===== src/rtl/apb_pkg.sv =====
// Shared types and constants for the I2C subsystem APB requester.
package apb_pkg;

  // Default data path width, and the width of the response struct's rdata field
  localparam int unsigned DataW = 32;

  // Completer register map
  localparam logic [31:0] ADDR_TX_FIFO     = 32'd0;
  localparam logic [31:0] ADDR_RX_FIFO     = 32'd4;
  localparam logic [31:0] ADDR_I2C_CONFIG  = 32'd8;
  localparam logic [31:0] ADDR_I2C_TIMEOUT = 32'd12;

  // Requester transfer phases
  typedef enum logic [1:0] {
    StIdle,
    StSetup,
    StAccess,
    StResp
  } apb_state_e;

  // Result of one completed or aborted transfer
  typedef struct packed {
    logic [DataW-1:0] rdata;
    logic             err;
    logic             timeout;
  } apb_rsp_t;

endpackage


===== src/rtl/apb_wait_timer.sv =====
// Saturating wait-cycle counter used to bound how long a transfer waits on PREADY.
module apb_wait_timer #(
  parameter int unsigned Width = 8,
  parameter int unsigned Limit = 255
) (
  input  logic clk,
  input  logic rst_n,
  input  logic clear,
  input  logic enable,
  output logic expired
);

  localparam logic [Width-1:0] Max = '1;

  logic [Width-1:0] count_q;
  logic [31:0]      count_ext;

  // Count enabled cycles since the last clear, holding at all-ones instead of wrapping
  always_ff @(posedge clk) begin
    if (!rst_n) begin
      count_q <= '0;
    end else if (clear) begin
      count_q <= '0;
    end else if (enable && (count_q != Max)) begin
      count_q <= count_q + Width'(1);
    end
  end

  assign count_ext = 32'(count_q);

  // Flags that the next enabled cycle reaches the limit; a limit of 0 never expires
  assign expired = (Limit != 0) && ((count_ext + 32'd1) >= Limit);

endmodule


===== src/rtl/apb_requester.sv =====
// APB requester: turns a valid/ready command stream into single APB transfers and
// returns read data, slave error and timeout status on a valid/ready response channel.
module apb_requester
  import apb_pkg::*;
#(
  parameter int unsigned ADDR_W      = 32,
  parameter int unsigned DATA_W      = DataW,
  parameter int unsigned TIMEOUT_CYC = 255
) (
  input  logic              PCLK,
  input  logic              PRESETn,
  input  logic              CMD_VALID,
  output logic              CMD_READY,
  input  logic              CMD_WRITE,
  input  logic [ADDR_W-1:0] CMD_ADDR,
  input  logic [DATA_W-1:0] CMD_WDATA,
  output logic              RSP_VALID,
  input  logic              RSP_READY,
  output logic [DATA_W-1:0] RSP_RDATA,
  output logic              RSP_ERR,
  output logic              RSP_TIMEOUT,
  output logic              PSELx,
  output logic              PENABLE,
  output logic              PWRITE,
  output logic [ADDR_W-1:0] PADDR,
  output logic [DATA_W-1:0] PWDATA,
  input  logic [DATA_W-1:0] PRDATA,
  input  logic              PREADY,
  input  logic              PSLVERR
);

  // A zero timeout still needs a legal one-bit counter
  localparam int unsigned CntW = (TIMEOUT_CYC > 0) ? $clog2(TIMEOUT_CYC + 1) : 1;

  apb_state_e        state_q, state_d;
  logic              write_q, write_d;
  logic [ADDR_W-1:0] addr_q, addr_d;
  logic [DATA_W-1:0] wdata_q, wdata_d;
  apb_rsp_t          rsp_q, rsp_d;

  logic timer_clear;
  logic timer_en;
  logic timer_expired;

  apb_wait_timer #(
    .Width(CntW),
    .Limit(TIMEOUT_CYC)
  ) u_wait_timer (
    .clk    (PCLK),
    .rst_n  (PRESETn),
    .clear  (timer_clear),
    .enable (timer_en),
    .expired(timer_expired)
  );

  // Next-state, command capture and response capture
  always_comb begin
    state_d     = state_q;
    write_d     = write_q;
    addr_d      = addr_q;
    wdata_d     = wdata_q;
    rsp_d       = rsp_q;
    timer_clear = 1'b0;
    timer_en    = 1'b0;

    unique case (state_q)
      StIdle: begin
        // CMD_READY is high throughout IDLE, so CMD_VALID alone is the handshake
        if (CMD_VALID) begin
          write_d     = CMD_WRITE;
          addr_d      = CMD_ADDR;
          wdata_d     = CMD_WRITE ? CMD_WDATA : '0;
          timer_clear = 1'b1;
          state_d     = StSetup;
        end
      end
      StSetup: begin
        state_d = StAccess;
      end
      StAccess: begin
        if (PREADY) begin
          rsp_d.rdata   = write_q ? '0 : PRDATA;
          rsp_d.err     = PSLVERR;
          rsp_d.timeout = 1'b0;
          state_d       = StResp;
        end else begin
          timer_en = 1'b1;
          if (timer_expired) begin
            rsp_d.rdata   = '0;
            rsp_d.err     = 1'b1;
            rsp_d.timeout = 1'b1;
            state_d       = StResp;
          end
        end
      end
      StResp: begin
        if (RSP_READY) begin
          state_d = StIdle;
        end
      end
      default: begin
        state_d = StIdle;
      end
    endcase
  end

  // State and captured transfer/response registers
  always_ff @(posedge PCLK) begin
    if (!PRESETn) begin
      state_q <= StIdle;
      write_q <= 1'b0;
      addr_q  <= '0;
      wdata_q <= '0;
      rsp_q   <= '0;
    end else begin
      state_q <= state_d;
      write_q <= write_d;
      addr_q  <= addr_d;
      wdata_q <= wdata_d;
      rsp_q   <= rsp_d;
    end
  end

  assign CMD_READY   = (state_q == StIdle);
  assign PSELx       = (state_q == StSetup) || (state_q == StAccess);
  assign PENABLE     = (state_q == StAccess);
  assign PWRITE      = write_q;
  assign PADDR       = addr_q;
  assign PWDATA      = wdata_q;
  assign RSP_VALID   = (state_q == StResp);
  assign RSP_RDATA   = rsp_q.rdata;
  assign RSP_ERR     = rsp_q.err;
  assign RSP_TIMEOUT = rsp_q.timeout;

endmodule


===== config.mk =====
export PLATFORM = sky130hd
export DESIGN_NAME = apb_requester
export DESIGN_NICKNAME = d
export VERILOG_FILES = /design/src/rtl/apb_pkg.sv /design/src/rtl/apb_wait_timer.sv /design/src/rtl/apb_requester.sv
export SDC_FILE = /design/constraint.sdc
export NUM_CORES = 1
export LEC_CHECK = 0
export ABC_AREA = 1
export BUFFER_PORTS_ARGS = -buffer_cell sky130_fd_sc_hd__buf_4
export CAP_MARGIN = 25
export CORE_UTILIZATION = 46
export CTS_CLUSTER_SIZE = 16
export DETAILED_ROUTE_END_ITERATION = 12
export PLACE_DENSITY = 0.79
export REMOVE_ABC_BUFFERS = 1
export SETUP_SLACK_MARGIN = 0.4
export SLEW_MARGIN = 10
export SYNTH_ARGS = -nofsm -noshare
export SYNTH_HDL_FRONTEND = slang
export SYNTH_SLANG_ARGS = --single-unit

===== constraint.sdc =====
create_clock -name PCLK -period 2.1 [get_ports PCLK]
set_input_delay 0.21 -clock PCLK [delete_from_list [all_inputs] [get_ports PCLK]]
set_output_delay 0.21 -clock PCLK [all_outputs]
set_load 0.02 [all_outputs]

---- Word-level counts from Yosys, hierarchy flattened ----
Index checks and enable logic that the tools add are counted.
operators by class
  equal/unequal tests ..................... 7
  order comparisons ....................... 1
  muxes and demuxes ....................... 13
  reductions and logical operators ........ 8
  bitwise operators ....................... 1
  add/subtract/negate cells ............... 2
operators by type and width
  cell                   number
  $mux W34               2
  $mux W32               2
  $ge A32 B8 Y1 const B  1
  $add A8 B1 Y9 const B  1
  $add A8 B1 Y8 const B  1
  $mux W2                4
  $ne A8 B8 Y1 const B   1
  $pmux W2 S4            1
  $eq A2 B2 Y1 const B   2
  $mux W1                4
  $reduce_and A2 Y1      2
  $ne A3 B1 Y1 const B   1
  $reduce_and A3 Y1      1
  $eq A2 B1 Y1 const B   1
  $logic_not A2 Y1       1
  $ne A2 B1 Y1 const B   1
  $ne A2 B2 Y1 const B   1
  $reduce_bool A2 Y1     1
  $reduce_or A2 Y1       1
  $logic_and A1 B1 Y1    1
  $logic_or A1 B1 Y1     1
  $not A1 Y1             1
storage, ports and cells
  output and inout bits ................... 103
  bits of input ports ..................... 103
  register bits ........................... 109
  word-level logic and storage cells ...... 40

---- Logic depth before layout (Yosys ltp) ----
Gate-level depths: netlist (run 1).
  depth in word-level cells ............... 5
  mapped depth ............................ 14
  gate-level depth less buffers ........... 12

---- Hierarchy ----
A second synthesis (run 1) with hierarchy kept.
unflattened totals
  cell total of the unflattened synthesis .. 583
  area total of the unflattened synthesis .. 4401.7 sq um
modules (own cells, without submodules)
  module          cells an instance  area each (sq um)  seq. area each (sq um)  times used
  apb_requester   501                3872.5             2021.9                  1
  apb_wait_timer  82                 529.3              160.2                   1

---- Least setup slack after synthesis (run 1) ----
No wires, ideal clock.
  path type ............................... reg-to-reg
  from .................................... register state_q[0]
  to ...................................... register wdata_q[22], in the netlist PWDATA[22]
  setup slack ............................. 0.297 ns
  cell stages (with the launch flop) ...... 10
  arrival ................................. 1.729 ns
  required time ........................... 2.026 ns
  clock period less this slack ............ 1.803 ns
  setup time .............................. 0.074 ns
  path buffers ............................ 2
  cell sequence ........................... dfxtp_1 > inv_1 > ha_1 > nand2_1 > clkinv_1 > nor2_1 > buf_2 > clkbuf_1 > nand2_1 > o21ai_0
between the ends
  longest elaborated chain between the ends .. 2
ends and longest elaborated chain
  element                      RTL line              RTL
  from (decl)                  apb_requester.sv:35   apb_state_e state_q, state_d;
  from (signal assigned)       apb_requester.sv:110  state_q <= StIdle;
  from (signal assigned)       apb_requester.sv:116  state_q <= state_d;
  $logic_not A2 Y1             -
  via CMD_READY                apb_requester.sv:13   output logic CMD_READY,
  $reduce_and A2 Y1 (no line)  -
  to (signal assigned)         apb_requester.sv:119  wdata_q <= wdata_d;
  to (decl)                    apb_requester.sv:38   logic [DATA_W-1:0] wdata_q, wdata_d;
The timed path passes the listed nets, and every way through them passes these cells.
A chain may end at the register's enable or synchronous reset.

---- Final worst setup path (run 1) ----
  from .................................... register u_wait_timer.count_q[0]
  to ...................................... register rsp_q, in the netlist RSP_RDATA[23]
between the ends
  longest elaborated chain between the ends .. 4
ends and longest elaborated chain
  element                       RTL line              RTL
  from (decl)                   apb_wait_timer.sv:15  logic [Width-1:0] count_q;
  from (signal assigned)        apb_wait_timer.sv:25  count_q <= count_q + Width'(1);
  $add A8 B1 Y9                 apb_wait_timer.sv:32  assign expired = (Limit != 0) && ((count_ext + 32'd1) >= Limit);
  $ge A32 B8 Y1                 apb_wait_timer.sv:32
  $reduce_bool A2 Y1 (no line)  -
  $reduce_and A2 Y1 (no line)   -
  to (signal assigned)          apb_requester.sv:120  rsp_q <= rsp_d;
  to (decl)                     apb_requester.sv:39   apb_rsp_t rsp_q, rsp_d;
Every way passes these cells.

==> results of run 1 <==
[flip-flops by register name (all words and copies together), names as in the netlist]
name	flops
RSP_RDATA	32
RSP_TIMEOUT	1
PADDR	32
state_q	2
PWDATA	32
PWRITE	1
u_wait_timer.count_q	8
RSP_ERR	1
[layout make-up]
type                    count  area [µm²]  area share, %
well taps                 129         161           2.46
clock inverters             5        36.3          0.553
multi-input cells         404        1910           29.2
flip-flops and latches    109        2200           33.5
inverters                  51         191           2.92
clock buffers              11         131           2.00
repair buffers            234        1930           29.4
[logic make-up (layout without fill, tap and decap cells)]
logic type | count (synthesis) | count (layout)
and+or+nand+nor | 282 | 282
DFF | 109 | 109
adders and majority gates | 5 | 5
buffers and inverters | 91 | 301
AOI/OAI and AO/OA | 117 | 117
[Yosys cell counts]
| cell type | n |
|---|---|
| inv_1 | 49 |
| nor2_1 | 107 |
| nand3_1 | 41 |
| o21ai_0 | 70 |
| nand2_2 | 2 |
| o21bai_1 | 2 |
| a21oi_1 | 44 |
| nor2_2 | 1 |
| buf_1 | 2 |
| dfxtp_1 | 109 |
| ha_1 | 5 |
| inv_2 | 1 |
| buf_4 | 1 |
| clkbuf_1 | 29 |
| buf_2 | 2 |
| clkinv_1 | 1 |
| nor2_4 | 1 |
| o22ai_1 | 1 |
| buf_6 | 6 |
| nand3_2 | 2 |
| nand4_1 | 2 |
| nand2_1 | 126 |
[where the power goes]
part           switching [mW]  internal, mW  total, mW
sequential              0.250          2.49       2.74
combinational            1.68          1.20       2.88
clock                   0.705         0.436       1.14
total                    2.64          4.13       6.77
[routing by layer]
| layer | routed length (µm) | vias to the layer above | GRT usage, % |
|---|---|---|---|
| met5 | 0 | - | 0 |
| met4 | 284 | 0 | 8.48 |
| met3 | 1110 | 27 | 8.22 |
| met2 | 6340 | 185 | 42.4 |
| met1 | 4960 | 2067 | 28.2 |
| li1 | - | 2319 | - |
[worst max-delay path: cells and delay by family (launching register included)]
kind,cells,cell delay [ns]
and+or+nand+nor,8,0.67
DFF,1,0.39
AOI/OAI and AO/OA,1,0.17
adders and majority gates,1,0.18
buffers and inverters,2,0.32
[per-stage QoR]
step	setup WS [ns]	cell area [µm²]	hold slack (ns)
2_1_floorplan	-1.49	4170	0.331
3_3_place_gp	0.308	5990	0.442
3_5_place_dp	0.206	5990	0.447
4_1_cts	0.277	6350	0.0867
5_1_grt	0.175	6560	0.0830
6_report	0.272	6560	0.0960
[worst max-delay path by stage]
stage,cells after the start,startpoint,end
2_1_floorplan,7,state_q[0]$_SDFFE_PN0P_,u_wait_timer.count_q[1]$_SDFFE_PP0P_
3_3_place_gp,11,u_wait_timer.count_q[0]$_SDFFE_PP0P_,RSP_RDATA[23]$_SDFFE_PN0P_
3_5_place_dp,11,u_wait_timer.count_q[1]$_SDFFE_PP0P_,RSP_RDATA[18]$_SDFFE_PN0P_
4_1_cts,4,state_q[0]$_SDFFE_PN0P_,PENABLE
5_1_grt,12,u_wait_timer.count_q[0]$_SDFFE_PP0P_,RSP_RDATA[23]$_SDFFE_PN0P_
6_report,12,u_wait_timer.count_q[0]$_SDFFE_PP0P_,RSP_RDATA[23]$_SDFFE_PN0P_
[repair_timing]
item | CTS | global route
cloned | 3 | 3
endpoints found under the setup margin | 42 | 51
pin swaps | 6 | 3
endpoints found under the hold margin | 0 | 0
hold buffers | 0 | 0
setup buffers | 8 | 5
gates resized for setup | 19 | 27
==> key figures, run 1 <==
Status
  – Status: complete, no violations

Detailed routing
  – Initial DRC Count: 155
  – Detail Route Antenna Nets: 0
  – Via count: 4598
  – Total Wirelength: 12700 µm
  – DRC: 0
  – DR WL/cell: 13.5 µm
  – DRT Pass-1 Iters: 4
  – Routed vias/inst: 4.88

STA
  – Unrepaired setup endpoints after global routing: yes
  – Setup violators final: 0
  – Rel. slew slack: 77.2%
  – Maximum clock frequency: 547 MHz
  – Fin crit period: 1.83 ns
  – Slew @ Worst Pin: 0.342 ns
  – Final Max Tran Viols: 0
  – Setup_tns: 0 ns
  – Clock skew: 0.0105 ns
  – Final hold violation count: 0
  – Final period util: 87.0%

Cells and area
  – Fill cells: 746
  – Nets: 917
  – Ant. Diodes: 0
  – Share of cells above drive strength 1: 35.0%
  – Most common cell after layout, fill and taps aside: buf_4
  – Area grow syn2layout: 50.1%
  – Final core utilization: 71.0%
  – Most frequent cells in the layout: buf_4 (221), nand2_1 (122), dfxtp_1 (103)
  – Cell Count, Final, Fillers Out: 943

Yosys
  – Mux share of post-synthesis cell area: 0%
  – Post-synthesis xor/xnor area fraction: 0%
  – Largest family of logic cells by synthesized area: simple AND/OR/NAND/NOR gates
  – Post-Syn Instances: 604
  – Simple-gate share of the synthesized area: 26.1%
  – Distinct cells, synth: 22
  – Leading area contributor after synthesis: dfxtp_1
  – Post-synthesis sequential area ratio: 49.9%
  – Cell Area, Synth: 4370 µm²
  – Post-synthesis adder-cell area fraction: 1.43%
  – Flops & latches, synth: 109
  – Ys Warns: 0
  – Synth area leaders: dfxtp_1 (50%), nand2_1 (11%), nor2_1 (9.2%)
  – Post-synthesis compound-gate area fraction: 13.5%
  – Synth Area per Inst: 7.24 µm²
  – Top cell type's share of synthesized area: 49.9%

Setup path
  – WP data required: 2.35 ns
  – Kind of start point of the critical path: flip-flop
  – Crit path max fanout: 15
  – Critical path type: reg2reg
  – Worst path max stage delay: 0.39 ns
  – FF-to-FF path depth: 12
  – Reg-to-Reg Start: u_wait_timer.count_q[0]$_SDFFE_PP0P_
  – RR Endpoint: RSP_RDATA[23]$_SDFFE_PN0P_
  – CP max stage cell: dfxtp_4
  – CP Capture Type: flip-flop
  – CP dominant cell by count: nand2_1
  – Critical-path cell list: ha_4 > nand3_1 > nand2_1 > nand2_1 > nand3_2 > nor2_2 > nand2_2 > nand3_4 > buf_4 > buf_16 > a21oi_1 > nor2_1
  – WP data arrival: 2.08 ns
  – Reg2Reg Setup Slack: 0.27 ns

Die
  – Ports: 206
  – Die H: 99.5 µm
  – Die area: 9900 µm²
  – Rows: 35
  – Core Area: 9240 µm²
  – Horiz. Die Dim: 99.5 µm
  – Initial Util: 47.3%

Min path
  – Hold Path End: PADDR[6]$_SDFFE_PN0P_
  – Hold Startpoint: CMD_ADDR[6]
  – Min-Delay Path Depth: 3
  – HP Class: in2reg

GRT
  – Vias in the first global route: 4265
  – Total GRT Usage: 24.5%
  – First-pass GRT wire length: 19400 µm
  – Initial antenna violation count: 0
  – Grt total ovfl: 0
  – Largest net degree at the start of global routing: 70

Place
  – HPWL reported at the end of detailed placement: 8280 µm
  – Input/output buffers: 205
  – RD Place Congestion: 0.870
  – Placed Cells: 908

Clock tree
  – CTS Buffer Depth: 2
  – Clk sinks: 109
  – H-tree levels: 3
  – CTS tree: done
  – Clock Latency Late Sink: 0.36 ns
  – Clk root buf: clkbuf_8
  – TritonCTS buffer count: 9
  – Reg clk slew, reported paths: 0.11 ns

Flow run
  – MaxCap Viol Count: 0

Power
  – Pwr Density: 1030 nW/µm²
  – PnR Total Power: 6.77 mW
  – Leakage: 3.13 nW
  – Worst vdd ir: 585 µV
Note: power is estimated with default switching activity, not from simulation.
==> run 2: changes to the inputs <==
ABC_AREA = not set   (was 1)
CORE_UTILIZATION = 44   (was 46)
==> key figures, run 2 <==
Power
  – Worst vdd ir: 477 µV
  – Leakage: 2.74 nW
  – PnR Total Power: 5.84 mW
  – Pwr Density: 999 nW/µm²

Setup path
  – Crit path max fanout: 4
  – RR Endpoint: RSP_RDATA[10]$_SDFFE_PN0P_
  – CP Capture Type: flip-flop
  – Critical path type: reg2reg
  – FF-to-FF path depth: 8
  – WP data required: 2.36 ns
  – Reg-to-Reg Start: u_wait_timer.count_q[0]$_SDFFE_PP0P_
  – WP data arrival: 1.97 ns
  – Kind of start point of the critical path: flip-flop
  – Reg2Reg Setup Slack: 0.39 ns

GRT
  – Total GRT Usage: 23.2%
  – First-pass GRT wire length: 16000 µm
  – Grt total ovfl: 0
  – Vias in the first global route: 3429
  – Initial antenna violation count: 0
  – Largest net degree at the start of global routing: 38

Yosys
  – Synth area leaders: dfxtp_1 (57%), a22o_1 (14%), nand2_1 (7.5%)
  – Synth Area per Inst: 10.3 µm²
  – Distinct cells, synth: 35
  – Post-synthesis xor/xnor area fraction: 2.01%
  – Post-synth EDFFs: 0
  – Post-Syn Instances: 368
  – Commonest cells post-synth: dfxtp_1 (109), nand2_1 (76), a22o_1 (62)
  – Flops & latches, synth: 109
  – Post-synthesis compound-gate area fraction: 21.8%
  – Leading area contributor after synthesis: dfxtp_1
  – Top-count cell post-synth: dfxtp_1
  – Ys Warns: 0
  – Async SR Flop Fraction: 0%
  – Ys flop type: dfxtp_1
  – Post-synthesis adder-cell area fraction: 1.65%
  – Largest family of logic cells by synthesized area: compound AO/OA/AOI/OAI gates
  – Top cell type's share of synthesized area: 57.4%
  – Simple-gate share of the synthesized area: 11.6%
  – Post-synthesis sequential area ratio: 57.4%
  – Cell Area, Synth: 3800 µm²
  – Mux share of post-synthesis cell area: 0.790%

Place
  – RD Place Congestion: 0.855
  – Placed Cells: 658
  – Placement Setup Slack: -0.0571 ns
  – HPWL reported at the end of detailed placement: 7430 µm
  – Input/output buffers: 205
  – Placed Area: 5370 µm²

STA
  – Final period util: 81.6%
  – Final hold violation count: 0
  – Setup violators final: 0
  – Slew @ Worst Pin: 0.339 ns
  – Maximum clock frequency: 583 MHz
  – Fin crit period: 1.71 ns
  – Clock skew: 0.0134 ns
  – Unrepaired setup endpoints after global routing: yes
  – Final Max Tran Viols: 0
  – Fin worst setup slack: 0.385 ns
  – Setup_tns: 0 ns
  – Hold Slack: 0.0464 ns
  – Rel. slew slack: 77.4%

Detailed routing
  – Routed vias/inst: 5.09
  – Total Wirelength: 10800 µm
  – Detail Route Antenna Nets: 0
  – DRT Pass-1 Iters: 4
  – DR WL/cell: 15.6 µm
  – Via count: 3521
  – DRC: 0
  – Initial DRC Count: 73

Die
  – Die area: 9020 µm²
  – Core Area: 8300 µm²
  – Horiz. Die Dim: 95.0 µm
  – Ports: 206
  – Rows: 33
  – Initial Util: 45.8%
  – Die H: 95.0 µm

Min path
  – Hold Startpoint: CMD_WDATA[10]
  – HP Class: in2reg
  – Min-Delay Path Depth: 2
  – Hold Path End: PWDATA[10]$_SDFFE_PN0P_

Cells and area
  – Ant. Diodes: 0
  – Most frequent cells in the layout: buf_4 (220), dfxtp_1 (106), nand2_1 (75)
  – Post-route cell area: 5840 µm²
  – Share of cells above drive strength 1: 45.5%
  – Area grow syn2layout: 53.7%
  – Area of the multi-input gates: 1540 µm²
  – Final core utilization: 70.4%
  – Storage element area: 2190 µm²
  – Nets: 690
  – Cell Count, Final, Fillers Out: 692
  – Most common cell after layout, fill and taps aside: buf_4
  – Fill cells: 631

Status
  – Status: complete, no violations

Clock tree
  – TritonCTS buffer count: 9
  – CTS tree: done
  – CTS Hold Buffers Added: 0
  – Reg clk slew, reported paths: 0.11 ns
  – CTS Buffer Depth: 2
  – H-tree levels: 3
  – Clock Latency Late Sink: 0.36 ns
  – Clk root buf: clkbuf_8
  – Clk sinks: 109

Flow run
  – MaxCap Viol Count: 0
==> run 2: worst max path at each step <==
stage	slack, ns	endpoint	start
after floorplan	-0.52	PWDATA[0]$_SDFFE_PN0P_	state_q[0]$_SDFFE_PN0P_
final	0.39	RSP_RDATA[10]$_SDFFE_PN0P_	u_wait_timer.count_q[0]$_SDFFE_PP0P_
after CTS	0.40	RSP_RDATA[8]$_SDFFE_PN0P_	u_wait_timer.count_q[1]$_SDFFE_PP0P_
after global routing	0.31	RSP_RDATA[27]$_SDFFE_PN0P_	u_wait_timer.count_q[0]$_SDFFE_PP0P_
after detailed placement	-0.06	RSP_RDATA[15]$_SDFFE_PN0P_	u_wait_timer.count_q[0]$_SDFFE_PP0P_
after global placement	-0.004	RSP_RDATA[15]$_SDFFE_PN0P_	u_wait_timer.count_q[0]$_SDFFE_PP0P_
==> run 2: where the power goes <==
part           total, mW  internal, mW  switching, mW
Clock               1.34         0.630          0.713
Combinational       1.97         0.871           1.10
Sequential          2.53          2.35          0.177
==> run 2: cell type report <==
type / count / share of cell area (%)
clock buffer: 11 / 2.59
clock inverter: 5 / 1.09
inverter: 7 / 0.578
tap: 105 / 2.25
multi-input combinational: 229 / 26.4
sequential: 109 / 37.5
timing repair buffer: 226 / 29.6
==> run 2: logic make-up (layout without fill, tap and decap cells) <==
kind of cell / after synthesis / after routing
adder cells (fa/ha/maj): 5 / 5
XOR/XNOR: 7 / 7
buffers and inverters: 32 / 249
flip-flops: 109 / 109
AO/OA/AOI/OAI: 109 / 111
AND/OR/NAND/NOR: 103 / 103
multiplexers: 3 / 3
==> run 2: worst max-delay path, cell delays in order, from the launching register on <==
cell	delay, ns
dfxtp_4	0.39
ha_4	0.16
xor2_2	0.16
nand4_2	0.15
o211ai_4	0.21
buf_12	0.15
a21oi_4	0.07
buf_4	0.15
a22o_1	0.17
==> run 2: repair_timing <==
item / in CTS / in global routing
cloned: 2 / 0
setup endpoints to repair: 36 / 75
pin swaps: 5 / 2
gates resized for setup: 12 / 12
setup buffers: 8 / 8
==> run 2: layer usage <==
layer | GRT usage [%] | share of wire (%)
met5 | 0 | 0
met4 | 8.96 | 1.6
met3 | 6.12 | 7.4
met2 | 41.2 | 52
met1 | 26.4 | 39
